===== config.mk =====
export PLATFORM = sky130hd
export DESIGN_NAME = bus_cmd_ctrl
export DESIGN_NICKNAME = d
export VERILOG_FILES = /design/src/rtl/bus_cmd_ctrl.sv
export SDC_FILE = /design/constraint.sdc
export NUM_CORES = 1
export LEC_CHECK = 0
export BUFFER_PORTS_ARGS = -buffer_cell sky130_fd_sc_hd__buf_2
export CAP_MARGIN = 20
export CORE_UTILIZATION = 34
export DETAILED_ROUTE_END_ITERATION = 12
export HOLD_SLACK_MARGIN = 0.03
export PLACE_DENSITY = 0.58
export SKIP_CTS_REPAIR_TIMING = 1
export SLEW_MARGIN = 25
export SYNTH_ARGS = -nofsm -noshare
export SYNTH_HDL_FRONTEND = slang
export SYNTH_SLANG_ARGS = --single-unit

===== constraint.sdc =====
create_clock -name clk -period 3.7 [get_ports clk]
set_clock_uncertainty 0.1 [all_clocks]
set_input_delay 0.925 -clock clk [delete_from_list [all_inputs] [get_ports clk]]
set_output_delay 0.925 -clock clk [all_outputs]
set_load 0.005 [all_outputs]

===== src/rtl/bus_cmd_ctrl.sv =====
// rtl/bus_cmd_ctrl.sv - 8288-style bus command controller with wait states and watchdog
//
// Decodes 8088 status lines into system-bus command strobes and buffer
// controls. One bus cycle runs IDLE -> T1 -> T2 -> T3 -> {TW} -> T4 -> IDLE.
//
// Parameters:
//   NUM_WAIT  mandatory wait states inserted in every cycle
//   TIMEOUT   wait count at which the cycle is forced to end (0 = off)
//   CNT_W     wait counter width, must hold max(NUM_WAIT, TIMEOUT)
//
// Ports:
//   clk, reset_n              bus clock, asynchronous active-low reset
//   s_n[2:0]                  CPU status lines
//   aen_n                     address enable, gates command strobes
//   cen                       command enable, forces all outputs idle when low
//   ready                     synchronised READY, ends wait states
//   mrdc_n, mwtc_n, amwc_n    memory read / write / advanced write
//   iorc_n, iowc_n, aiowc_n   I/O read / write / advanced write
//   inta_n                    interrupt acknowledge
//   ale, dtr, den, mce        address latch, direction, buffer enable, cascade
//   bus_timeout               one-cycle pulse in T4 of a watchdog-ended cycle

module bus_cmd_ctrl #(
    parameter int NUM_WAIT = 0,
    parameter int TIMEOUT  = 0,
    parameter int CNT_W    = 8
) (
    input  logic       clk,
    input  logic       reset_n,
    input  logic [2:0] s_n,
    input  logic       aen_n,
    input  logic       cen,
    input  logic       ready,
    output logic       mrdc_n,
    output logic       mwtc_n,
    output logic       amwc_n,
    output logic       iorc_n,
    output logic       iowc_n,
    output logic       aiowc_n,
    output logic       inta_n,
    output logic       ale,
    output logic       dtr,
    output logic       den,
    output logic       mce,
    output logic       bus_timeout
);

    typedef enum logic [2:0] {
        ST_IDLE, ST_T1, ST_T2, ST_T3, ST_TW, ST_T4
    } state_t;

    typedef enum logic [2:0] {
        TY_NONE, TY_READ, TY_WRITE, TY_IORD, TY_IOWR, TY_INTA
    } cyc_t;

    localparam logic [CNT_W-1:0] LP_NUM_WAIT = CNT_W'(NUM_WAIT);
    localparam logic [CNT_W-1:0] LP_TIMEOUT  = CNT_W'(TIMEOUT);

    state_t           r_state;
    state_t           w_state_next;
    cyc_t             r_type;
    cyc_t             w_type_next;
    cyc_t             w_s_type;
    logic [CNT_W-1:0] r_wcnt;
    logic [CNT_W-1:0] w_wcnt_next;
    logic             r_bto;
    logic             w_bto_next;
    logic             w_min_met;
    logic             w_to_hit;

    // Constant comparisons are resolved at elaboration so a zero parameter
    // leaves no always-true/always-false compare behind.
    generate
        if (NUM_WAIT == 0) begin : g_no_min_wait
            assign w_min_met = 1'b1;
        end else begin : g_min_wait
            assign w_min_met = (r_wcnt >= LP_NUM_WAIT);
        end
        if (TIMEOUT == 0) begin : g_no_watchdog
            assign w_to_hit = 1'b0;
        end else begin : g_watchdog
            assign w_to_hit = (r_wcnt == LP_TIMEOUT);
        end
    endgenerate

    // Status decode; halt and passive map to TY_NONE and never start a cycle.
    always_comb begin
        w_s_type = TY_NONE;
        case (s_n)
            3'b000:         w_s_type = TY_INTA;
            3'b001:         w_s_type = TY_IORD;
            3'b010:         w_s_type = TY_IOWR;
            3'b100, 3'b101: w_s_type = TY_READ;
            3'b110:         w_s_type = TY_WRITE;
            default:        w_s_type = TY_NONE;
        endcase
    end

    always_ff @(posedge clk or negedge reset_n) begin
        if (!reset_n) begin
            r_state <= ST_IDLE;
            r_type  <= TY_NONE;
            r_wcnt  <= '0;
            r_bto   <= 1'b0;
        end else begin
            r_state <= w_state_next;
            r_type  <= w_type_next;
            r_wcnt  <= w_wcnt_next;
            r_bto   <= w_bto_next;
        end
    end

    always_comb begin
        w_state_next = r_state;
        w_type_next  = r_type;
        w_wcnt_next  = r_wcnt;
        w_bto_next   = 1'b0;
        case (r_state)
            ST_IDLE: begin
                if (!aen_n && (w_s_type != TY_NONE)) begin
                    w_state_next = ST_T1;
                    w_type_next  = w_s_type;
                end
            end
            ST_T1: w_state_next = ST_T2;
            ST_T2: begin
                w_state_next = ST_T3;
                w_wcnt_next  = '0;
            end
            ST_T3, ST_TW: begin
                // Ready wins over the watchdog when both apply on the same edge.
                if (w_min_met && ready) begin
                    w_state_next = ST_T4;
                end else if (w_to_hit) begin
                    w_state_next = ST_T4;
                    w_bto_next   = 1'b1;
                end else begin
                    w_state_next = ST_TW;
                    if (!(&r_wcnt)) begin
                        w_wcnt_next = r_wcnt + CNT_W'(1);
                    end
                end
            end
            ST_T4:   w_state_next = ST_IDLE;
            default: w_state_next = ST_IDLE;
        endcase
    end

    logic w_t1_tw;
    logic w_t2_tw;
    logic w_t3_tw;
    logic w_rd_like;

    assign w_t1_tw   = (r_state == ST_T1) || (r_state == ST_T2) ||
                       (r_state == ST_T3) || (r_state == ST_TW);
    assign w_t2_tw   = (r_state == ST_T2) || (r_state == ST_T3) || (r_state == ST_TW);
    assign w_t3_tw   = (r_state == ST_T3) || (r_state == ST_TW);
    assign w_rd_like = (r_type == TY_READ) || (r_type == TY_IORD) || (r_type == TY_INTA);

    always_comb begin
        mrdc_n      = 1'b1;
        mwtc_n      = 1'b1;
        amwc_n      = 1'b1;
        iorc_n      = 1'b1;
        iowc_n      = 1'b1;
        aiowc_n     = 1'b1;
        inta_n      = 1'b1;
        ale         = 1'b0;
        dtr         = 1'b1;
        den         = 1'b0;
        mce         = 1'b0;
        bus_timeout = 1'b0;
        if (cen) begin
            ale         = (r_state == ST_T1);
            mce         = (r_state == ST_T1) && (r_type == TY_INTA);
            dtr         = !(w_t1_tw && w_rd_like);
            // Reads keep the buffer off in T1 so the bus can turn around.
            den         = w_rd_like ? w_t2_tw : w_t1_tw;
            bus_timeout = r_bto;
            // aen_n only blocks the strobes; ale/dtr/den keep following the FSM.
            if (!aen_n) begin
                mrdc_n  = !(w_t2_tw && (r_type == TY_READ));
                amwc_n  = !(w_t2_tw && (r_type == TY_WRITE));
                mwtc_n  = !(w_t3_tw && (r_type == TY_WRITE));
                iorc_n  = !(w_t2_tw && (r_type == TY_IORD));
                aiowc_n = !(w_t2_tw && (r_type == TY_IOWR));
                iowc_n  = !(w_t3_tw && (r_type == TY_IOWR));
                inta_n  = !(w_t2_tw && (r_type == TY_INTA));
            end
        end
    end

endmodule

# --- Word level (Yosys, flattened, before mapping) ---
# Index checks and enable logic that the tools add are counted.
word_totals:
  register_bits: 6
  latchBits: 0
  ramBits: 0
  romBits: 0
  in_bits: 8
  word_cells: 73
  mem_count: 0
op_classes:
  n_addsub: 0
  mul: 0
  div_mod_pow: 0
  magnitude_cmp: 0
  n_eq_ne: 15
  shifts: 0
  muxes: 23
  bitwise: 0
  reduce_logical: 33
op_table:
  columns: ["operator", "count"]
  rows:
  - ["$mux W1", 20]
  - ["$eq A3 B3 Y1 const B", 6]
  - ["$eq A3 B2 Y1 const B", 5]
  - ["$pmux W3 S5", 1]
  - ["$pmux W3 S4", 1]
  - ["$logic_and A1 B1 Y1", 10]
  - ["$eq A3 B1 Y1 const B", 3]
  - ["$logic_not A1 Y1", 9]
  - ["$logic_or A1 B1 Y1", 8]
  - ["$logic_not A3 Y1", 2]
  - ["$reduce_or A2 Y1", 2]
  - ["$mux W3", 1]
  - ["$reduce_bool A3 Y1", 1]
  - ["$ne A2 B2 Y1 const B", 1]
  - ["$reduce_and A2 Y1", 1]

# --- Longest topological paths before layout ---
# Gate-level depths: netlist (run 1).
depth:
  ltp_word: 7
  mapped_depth: 4
  ltp_nobuf: 3

# --- Worst setup path after synthesis (run 1) ---
# No wires, ideal clock.
synth_path:
  path_type: "input-to-output"
  start: "input aen_n"
  end: "output amwc_n"
  arrival_ns: 1.722
  required_ns: 2.675
  slack_ns: 0.953
  stages: 3
  cell_sequence: "or3b_2 nor3b_1 nand2_1"
synth_via:
  elab_chain_len: 2
synth_rtl:
  columns: ["element", "line_no", "text"]
  rows:
  - ["start, declared", "31", "input logic aen_n,"]
  - ["$mux W1", "181", "if (!aen_n) begin"]
  - ["$mux W1", "173", "if (cen) begin"]
  - ["end, declared", "36", "output logic amwc_n,"]
# No other way between the ends.

# --- Final worst setup path (run 1) ---
# Same ends and word-level chain as after synthesis.

==> results of run 1 <==
[synthesized netlist by cell type (all sizes together) (2+ instances only)]
master   n
dfrtp    6
nand3b   3
nand2   11
buf      3
nor2     4
mux2i    2
nor3b    3
or3b     2
a21oi    4
[sequential cells by signal, indices dropped and copies added, names as in the netlist]
| register | count |
|---|---|
| r_state | 3 |
| r_type | 3 |
[cell families (layout without fill, tap and decap cells)]
family	count (synthesis)	count (layout)	share of synthesized area (%)
compound gates	9	9	15.2
mux	3	3	6.68
other cells	1	1	0.801
xor+xnor	1	1	1.87
flops	6	6	32.1
simple gates	29	29	38.8
buf+inv	4	22	4.55
[area by class of cell]
class	count	area [um^2]	area share, %
Timing Repair Buffer	18	90.1	15.5
Multi-Input combinational cell	43	297	51.0
Clock buffer	3	22.5	3.87
Tap cell	15	18.8	3.23
Sequential cell	6	150	25.8
Inverter	1	3.75	0.645
[layer usage]
metal,vias up,part of all wire (%)
met5,-,0
met4,0,0
met3,0,4.2
met2,12,47
met1,187,49
li1,223,-
[path summary, 6_finish.rpt]
check / endpoint
min in group clk: r_type[0]
setup / recovery: amwc_n
max in group asynchronous: r_type[2]
setup reg to reg: r_type[2]
hold reg to reg: r_type[0]
hold / removal: r_state[0]
[stage by stage]
step	instance area, um^2	power, mW	setup WS (ns)	hold slack (ns)
after floorplan	468	0.282	0.953	0.430
after global placement	559	0.325	0.692	0.473
after detailed placement	559	0.327	0.679	0.481
after CTS	582	0.389	0.677	0.393
after global routing	582	0.417	0.571	0.404
final	582	0.379	0.683	0.401
[power breakdown]
group	switching [mW]	internal (mW)
clock network	0.0203	0.0365
registers	0.0602	0.0966
logic	0.0773	0.0884
[worst max-delay path, stage by stage]
cell and delay (ns):
buf_2 0.13, or3b_2 0.48, nor3b_1 0.26, nand2_1 0.08
buf_2 0.13
==> results.txt, run 1 <==
First-pass DRT Iterations - 4
total number of vias - 422
CTS HTree Levels - 1
min cycle time layout - 3.02 ns
clock transition time at the flip-flop clock pins of the worst setup and hold paths - 0.04 ns
pin count of the biggest net entering global routing - 10
syn nets - 61
YS warnings - 0
CTS Sinks - 6
Post-Syn Area - 468 um^2
fill cell count - 130
Global Route met3 Usage - 3.47%
dominant cell type by area after synthesis - dfrtp_1
Core ar. - 1280 um^2
Critical Path End Type - output pin
Synth async-reset ratio - 100%
class of the worst hold path - input pin to asynchronous set/reset pin
dpl hpwl - 768 um
pwr/cell area - 652 nW/um^2
Synth Area per Inst - 8.83 um^2
leakage dissipation - 0.261 nW
Fin Setup TNS - 0 ns
Final Net Count - 81
Worst Path Max Fanout - 4
unrepaired setup endpoints after global routing - false
TritonCTS clock tree - built
Final Wtd Congestion - 0.663
met1 Usage GRT - 17.6%
Max Cap Viol - 0
CTS Root Cell - clkbuf_4
status - finished clean
Cell Rows - 13
post-route ant nets - 0
vias in the first global route - 313
clk_lat worst skew - 0.24 ns
full die area - 1530 um^2
met2 global-route usage - 18.8%
R2R cell count - 3
io pins - 20
global-route usage over all layers - 12.8%
Period Utilization, post-route - 81.5%
global routing's busiest layer - met2
Final Hold Viols - 0
Synth Instances - 53
Synth Register Bits - 6
worst r2r src - r_state[0]
startpoint types - input pin
Die Wd - 39.1 um
most common cell after layout, fill and taps aside - buf_2
Layout Area Growth over Synthesis - 24.3%
die height - 39.1 um
gr ovfl total - 0
Crit. Startpoint - aen_n
ranking of synthesized cells by area - dfrtp_1, nand2_1, nand3b_1
WP data required - 2.67 ns
Initial Util - 36.4%
Avg WL per Cell - 10.5 um
Finished Layout Cells - 86
initial antenna violation count - 0
placed cells - 83
final core occ - 45.3%
most frequent cells in the layout - buf_2, nand2_1, dfrtp_1, nor2_1
number of CTS-inserted buffers - 3
Max VDD drop - 0.313 mV
proportion of layout cells with a drive suffix above 1 - 38.0%
Max Transition Viols Final - 0
sequential element share of the synthesized area - 32.1%
CTS max path bufs - 2
number of flops mapped to enable cells by yosys - 0
drt first-iter violations - 4
Max Fclk - 0.331 GHz
n_diodes - 0
Vias/cell - 4.91
first-pass GRT wire length - 1.27 mm
port bufs - 18
Setup violations, final - 0
FF-to-FF setup slack - 2.24 ns
worst path arrival time - 1.99 ns
Routed WL - 907 um
Most used DFF post-synth - dfrtp_1
CP Class - input pin to output pin
Synth top area share - 32.1%
DR DRC count - 0
Distinct cells, synth - 28
(Power assumes the default switching activity.)
==> run 2, diff against run 1 <==
==> constraint.sdc (replaced) <==
create_clock -name clk -period 3.1 [get_ports clk]
set_clock_uncertainty 0.1 [all_clocks]
set_input_delay 0.775 -clock clk [delete_from_list [all_inputs] [get_ports clk]]
set_output_delay 0.775 -clock clk [all_outputs]
set_load 0.005 [all_outputs]
==> run 2 against run 1 <==
Net effect:
- utilization unchanged
- sequential share of layout area unchanged
- die area unchanged
- final cell count unchanged
- critical path depth unchanged
- worst hold slack got worse by 0.15 ns
- first-iteration DRC count increased by 50%
- count of clock-buffer cells in the layout unchanged
- design area unchanged
- clock power increased by 18%
- flip-flop and latch count unchanged
- critical endpoint is now mwtc_n
- highest routed layer unchanged
==> results.txt, run 2 (synthesis results as in run 1) <==
Clk pwr share - 14.8% (-0.2 points)
clk_lat worst skew - 0.23 ns (about the same)
Cell Rows - 13 (unchanged)
die height - 39.1 um (unchanged)
leakage dissipation - 0.261 nW (unchanged)
status - finished clean
global-route usage over all layers - 12.3% (-0.51 points)
drt first-iter violations - 6 (+2)
io pins - 20 (unchanged)
worst setup margin - 0.380 ns (-0.303 ns)
startpoint types - input pin
number of CTS-inserted buffers - 3 (unchanged)
Period Utilization, post-route - 87.7%
worst path arrival time - 1.84 ns (-0.15 ns)
total number of vias - 405 (-4.0%)
Int Power - 0.264 mW (+19%)
biggest regs - r_state: 3 flops, r_type: 3 flops
Vias/cell - 4.71 (-4.0%)
initial antenna violation count - 0 (unchanged)
Max Fclk - 0.368 GHz
vias in the first global route - 301 (-3.8%)
Final Hold Viols - 0 (unchanged)
dpl hpwl - 775 um (+0.92%)
class of the worst hold path - input pin to asynchronous set/reset pin
clock transition time at the flip-flop clock pins of the worst setup and hold paths - 0.04 ns (about the same)
Final Wtd Congestion - 0.667 (+0.63%)
n_diodes - 0 (unchanged)
post-place setup slack - 0.374 ns (-0.305 ns)
WP data required - 2.22 ns (-0.45 ns)
CP Class - input pin to output pin
Final Net Count - 81 (unchanged)
CTS Sinks - 6 (unchanged)
Switching Power - 0.191 mW (+21%)
gr ovfl total - 0 (unchanged)
Max VDD drop - 0.358 mV (+14%)
full die area - 1530 um^2 (unchanged)
Max Transition Viols Final - 0 (unchanged)
Routed WL - 935 um (+3.1%)
unrepaired setup endpoints after global routing - false
most common cell after layout, fill and taps aside - buf_2
first-pass GRT wire length - 1.24 mm (-2.1%)
CTS max path bufs - 2 (unchanged)
Max Cap Viol - 0 (unchanged)
proportion of layout cells with a drive suffix above 1 - 38.0% (unchanged)
Worst Path Max Fanout - 4 (unchanged)
Setup violations, final - 0 (unchanged)
DR DRC count - 0 (unchanged)
Reg power frac - 41.4% (about the same)
Die Wd - 39.1 um (unchanged)
post-route ant nets - 0 (unchanged)
CTS HTree Levels - 1 (unchanged)
Critical Path End Type - output pin
Core ar. - 1280 um^2 (unchanged)
pin count of the biggest net entering global routing - 10 (unchanged)
Fin Setup TNS - 0 ns (unchanged)
Fin Hold WS - 0.252 ns (-0.149 ns)
port bufs - 18 (unchanged)
First-pass DRT Iterations - 3 (-1)
final core occ - 45.3% (unchanged)
most frequent cells in the layout - buf_2, nand2_1, dfrtp_1, nor2_1
Avg WL per Cell - 10.9 um (+3.1%)
Layout Area Growth over Synthesis - 24.3% (unchanged)
TritonCTS clock tree - built
Switching Fraction - 41.9% (+0.32 points)
combinational share of power - 43.8% (about the same)
Initial Util - 36.4% (unchanged)
CTS Root Cell - clkbuf_4
min cycle time layout - 2.72 ns
pwr/cell area - 782 nW/um^2 (+20%)
## run 2: cell counts in the layout (fill, tap and decap cells not counted)
Identical to the previous run, type by type.
## run 2: layout make-up
type                    instances  area, um^2
multi-input cells              43         297
repair buffers                 18        90.1
fillers                       131         703
flip-flops and latches          6         150
well taps                      15        18.8
clock buffers                   3        22.5
inverters                       1        3.75
## run 2: power groups by stage
stage / Sequential, mW / Clock [mW] / Combinational [mW]
floorplan: 0.144 / 0 / 0.192
global placement: 0.188 / 0 / 0.200
detailed placement: 0.189 / 0 / 0.203
CTS: 0.189 / 0.0726 / 0.203
global route: 0.199 / 0.0746 / 0.225
finish: 0.189 / 0.0673 / 0.199
## run 2: stage by stage
stage | cells | area, um^2 | total power [mW]
6_report | 86 | 582 | 0.455
5_1_grt | 86 | 582 | 0.499
3_5_place_dp | 83 | 559 | 0.392
4_1_cts | 86 | 582 | 0.465
2_1_floorplan | 53 | 468 | 0.336
3_3_place_gp | 83 | 559 | 0.388
## run 2: final timing paths
check / from / to / slack (ns) / cells past startpoint
max in group asynchronous: reset_n / r_type[2] / 2.51 / 1
hold reg to reg: r_type[0] / r_type[0] / 0.48 / 2
setup / recovery: aen_n / mwtc_n / 0.38 / 5
setup reg to reg: r_state[2] / r_type[2] / 1.63 / 3
hold / removal: reset_n / r_state[0] / 0.25 / 1
min in group clk: r_type[0] / r_type[0] / 0.48 / 2
## run 2: per-layer routing
layer  track usage [%]  up-vias  share of wire, %
met5                 0        -                 0
met4              5.17        0                 0
met3              1.73        0               3.7
met2              18.8       12                45
met1              17.1      173                51
li1                  -      220                 -
## run 2: worst max-delay path: stages
cell and delay, ns:
buf_2 0.13, or3b_2 0.48, nor3b_1 0.26, nand2_1 0.08, buf_2 0.12
==> run 3, diff against run 2 <==
--- a/config.mk
+++ b/config.mk
@@ -5,12 +5,13 @@
 export SDC_FILE = /design/constraint.sdc
 export NUM_CORES = 1
 export LEC_CHECK = 0
-export BUFFER_PORTS_ARGS = -buffer_cell sky130_fd_sc_hd__buf_2
+export ABC_AREA = 1
 export CAP_MARGIN = 20
 export CORE_UTILIZATION = 34
 export DETAILED_ROUTE_END_ITERATION = 12
+export DONT_BUFFER_PORTS = 1
 export HOLD_SLACK_MARGIN = 0.03
-export PLACE_DENSITY = 0.58
+export PLACE_DENSITY = 0.46
 export SKIP_CTS_REPAIR_TIMING = 1
 export SLEW_MARGIN = 25
 export SYNTH_ARGS = -nofsm -noshare
==> run 3 against run 2 <==
Net effect:
- global-route usage grew 2.3 points
- via count up 8.1%
- flip-flop and latch count did not move
- final cell count fell by 1.2%
- setup slack better by 0.54 ns
- fmax increased by 25%
- critical path type unchanged
==> results.txt, run 3 <==
CTS max path bufs - 2 (unchanged)
worst setup margin - 0.918 ns (+0.538 ns)
Synth async-reset ratio - 100% (unchanged)
proportion of layout cells with a drive suffix above 1 - 18.3% (-20 points)
First-pass DRT Iterations - 4 (+1)
unrepaired setup endpoints after global routing - false
n_diodes - 0 (unchanged)
worst r2r src - r_state[0]
Max VDD drop - 0.439 mV (+23%)
final instance area - 484 um^2 (-17%)
gr ovfl total - 0 (unchanged)
number of CTS-inserted buffers - 3 (unchanged)
Worst Path Max Fanout - 5 (+1)
full die area - 1490 um^2 (-2.3%)
Vias/cell - 5.15 (+9.4%)
leakage dissipation - 0.233 nW (-11%)
status - finished clean
DR DRC count - 0 (unchanged)
Final Net Count - 81 (unchanged)
YS warnings - 0 (unchanged)
CP Class - input pin to output pin
Synth Instances - 70 (+32%)
first-pass GRT wire length - 1.41 mm (+14%)
dpl hpwl - 770 um (-0.68%)
post-route ant nets - 0 (unchanged)
total number of vias - 438 (+8.1%)
biggest regs - r_state: 3 flops, r_type: 3 flops
ranking of synthesized cells by area - dfrtp_1, nand2_1, inv_1
Setup violations, final - 0 (unchanged)
Avg WL per Cell - 10.7 um (-1.7%)
fill cell count - 128 (-2.3%)
R2R cell count - 6 (+3)
most common cell after layout, fill and taps aside - nand2_1
Reg power frac - 37.4% (-4.0 points)
Layout Area Growth over Synthesis - 6.03%
Period Utilization, post-route - 70.4% (-17 points)
area post-placement - 462 um^2 (-17%)
die height - 38.7 um (-1.2%)
CTS HTree Levels - 1 (unchanged)
sequential element share of the synthesized area - 32.9% (+0.79 points)
Critical Path End Type - output pin
CTS Root Cell - clkbuf_4
Switching Power - 0.219 mW (+15%)
class of the worst hold path - input pin to asynchronous set/reset pin
Distinct cells, synth - 20 (-29%)
Final Wtd Congestion - 0.647 (-3.0%)
WP data required - 2.22 ns (about the same)
Synth Area per Inst - 6.52 um^2 (-26%)
Most used DFF post-synth - dfrtp_1
number of flops mapped to enable cells by yosys - 0 (unchanged)
pin count of the biggest net entering global routing - 9 (-1)
worst path arrival time - 1.31 ns (-0.53 ns)
Core ar. - 1170 um^2 (-8.9%)
Die Wd - 38.7 um (-1.2%)
Synth Register Bits - 6 (unchanged)
initial antenna violation count - 0 (unchanged)
Post-Syn Area - 457 um^2 (-2.4%)
CP max stage cell - nor2_2
Max Fclk - 0.458 GHz (+25%)
drt first-iter violations - 8 (+2)
Switching Fraction - 48.8% (+6.9 points)
clk_lat worst skew - 0.23 ns (about the same)
final core occ - 41.3% (-3.9 points)
TritonCTS clock tree - built
worst-path cell chain - inv_1, nor2_4, nand2_1, nor2_2, nand4_1
Initial Util - 39.0% (+2.6 points)
clock transition time at the flip-flop clock pins of the worst setup and hold paths - 0.04 ns (about the same)
pwr/cell area - 925 nW/um^2 (+18%)
syn nets - 78 (+28%)
most numerous cell in the Yosys netlist - nand2_1
Max Cap Viol - 0 (unchanged)
Post-synth top cells - nand2_1, inv_1, dfrtp_1, nand3_1, nor2_1
vias in the first global route - 355 (+18%)
Fin Setup TNS - 0 ns (unchanged)
FF-to-FF setup slack - 1.94 ns (+0.31 ns)
startpoint types - input pin
combinational share of power - 47.6% (+3.8 points)
Worst R2R End - r_type[0]
global-route usage over all layers - 14.5% (+2.3 points)
dominant cell type by area after synthesis - dfrtp_1
Final Hold Viols - 0 (unchanged)
Cell Rows - 12 (-1)
Synth top area share - 32.9% (+0.79 points)
Routed WL - 908 um (-2.9%)
crit-path max cell delay - 0.17 ns (-0.31 ns)
Clk pwr share - 15.0% (+0.2 points)
port bufs - 0 (-18)
Int Power - 0.229 mW (-13%)
most frequent cells in the layout - nand2_1, inv_1, nand3_1, nor2_1, dfrtp_1
io pins - 20 (unchanged)
post-place setup slack - 0.913 ns (+0.539 ns)
Max Transition Viols Final - 0 (unchanged)
min cycle time layout - 2.18 ns (-0.538 ns)
CTS Sinks - 6 (unchanged)
## run 3: cell types whose count changed after synthesis, moves of 3 or more
cell	change
inv_1	+9
nand2_1	+5
nand3_1	+5
nand4_1	+4
nor2_2	+4
nand3b_1	-3
nor3_1	+3
nor3b_1	-3
## run 3: cell type report
cell class                 instances  area (um^2)  share of cell area (%)
clock buffer                       3         22.5                    4.65
inverter                          12         45.0                    9.30
multi-input combinational         50          249                    51.4
tap                               14         17.5                    3.62
sequential                         6          150                    31.0
## run 3: cells by family after synthesis
family | Yosys count | share of synthesized area [%]
AND/OR/NAND/NOR | 42 | 44.7
AO/OA/AOI/OAI | 7 | 9.04
other | 1 | 0.821
buffers and inverters | 14 | 12.6
flip-flops | 6 | 32.9
## run 3: power by group through the flow
stage	clock network, mW	registers, mW	logic, mW
2_1_floorplan	0	0.146	0.193
6_report	0.0673	0.167	0.213
3_3_place_gp	0	0.166	0.216
5_1_grt	0.0749	0.174	0.246
4_1_cts	0.0725	0.166	0.216
3_5_place_dp	0	0.167	0.215
## run 3: how the worst max path moves through the flow
stage,start,end,cells after the start
2_1_floorplan,cen,amwc_n,5
3_3_place_gp,cen,inta_n,5
3_5_place_dp,cen,mrdc_n,5
4_1_cts,cen,mrdc_n,5
5_1_grt,r_state[0],den,5
6_report,cen,mrdc_n,5
## run 3: metal layers
metal / up-vias / track usage [%] / wire length [um]
li1: 227 / - / -
met1: 192 / 17.0 / 458
met2: 17 / 22.5 / 388
met3: 2 / 4.05 / 53
met4: 0 / 10.3 / 7
met5: - / 0 / 0
## run 3: worst max-delay path, delay by kind of cell
family | cells | cell delay [ns]
simple gates | 4 | 0.47
buf+inv | 1 | 0.06
## run 3: through the flow
| step | cells | hold slack [ns] | power [mW] |
|---|---|---|---|
| after floorplan | 70 | 0.379 | 0.339 |
| after CTS | 85 | 0.119 | 0.455 |
| after global routing | 85 | 0.117 | 0.494 |
| after global placement | 82 | 0.380 | 0.382 |
| final | 85 | 0.133 | 0.448 |
| after detailed placement | 82 | 0.380 | 0.382 |
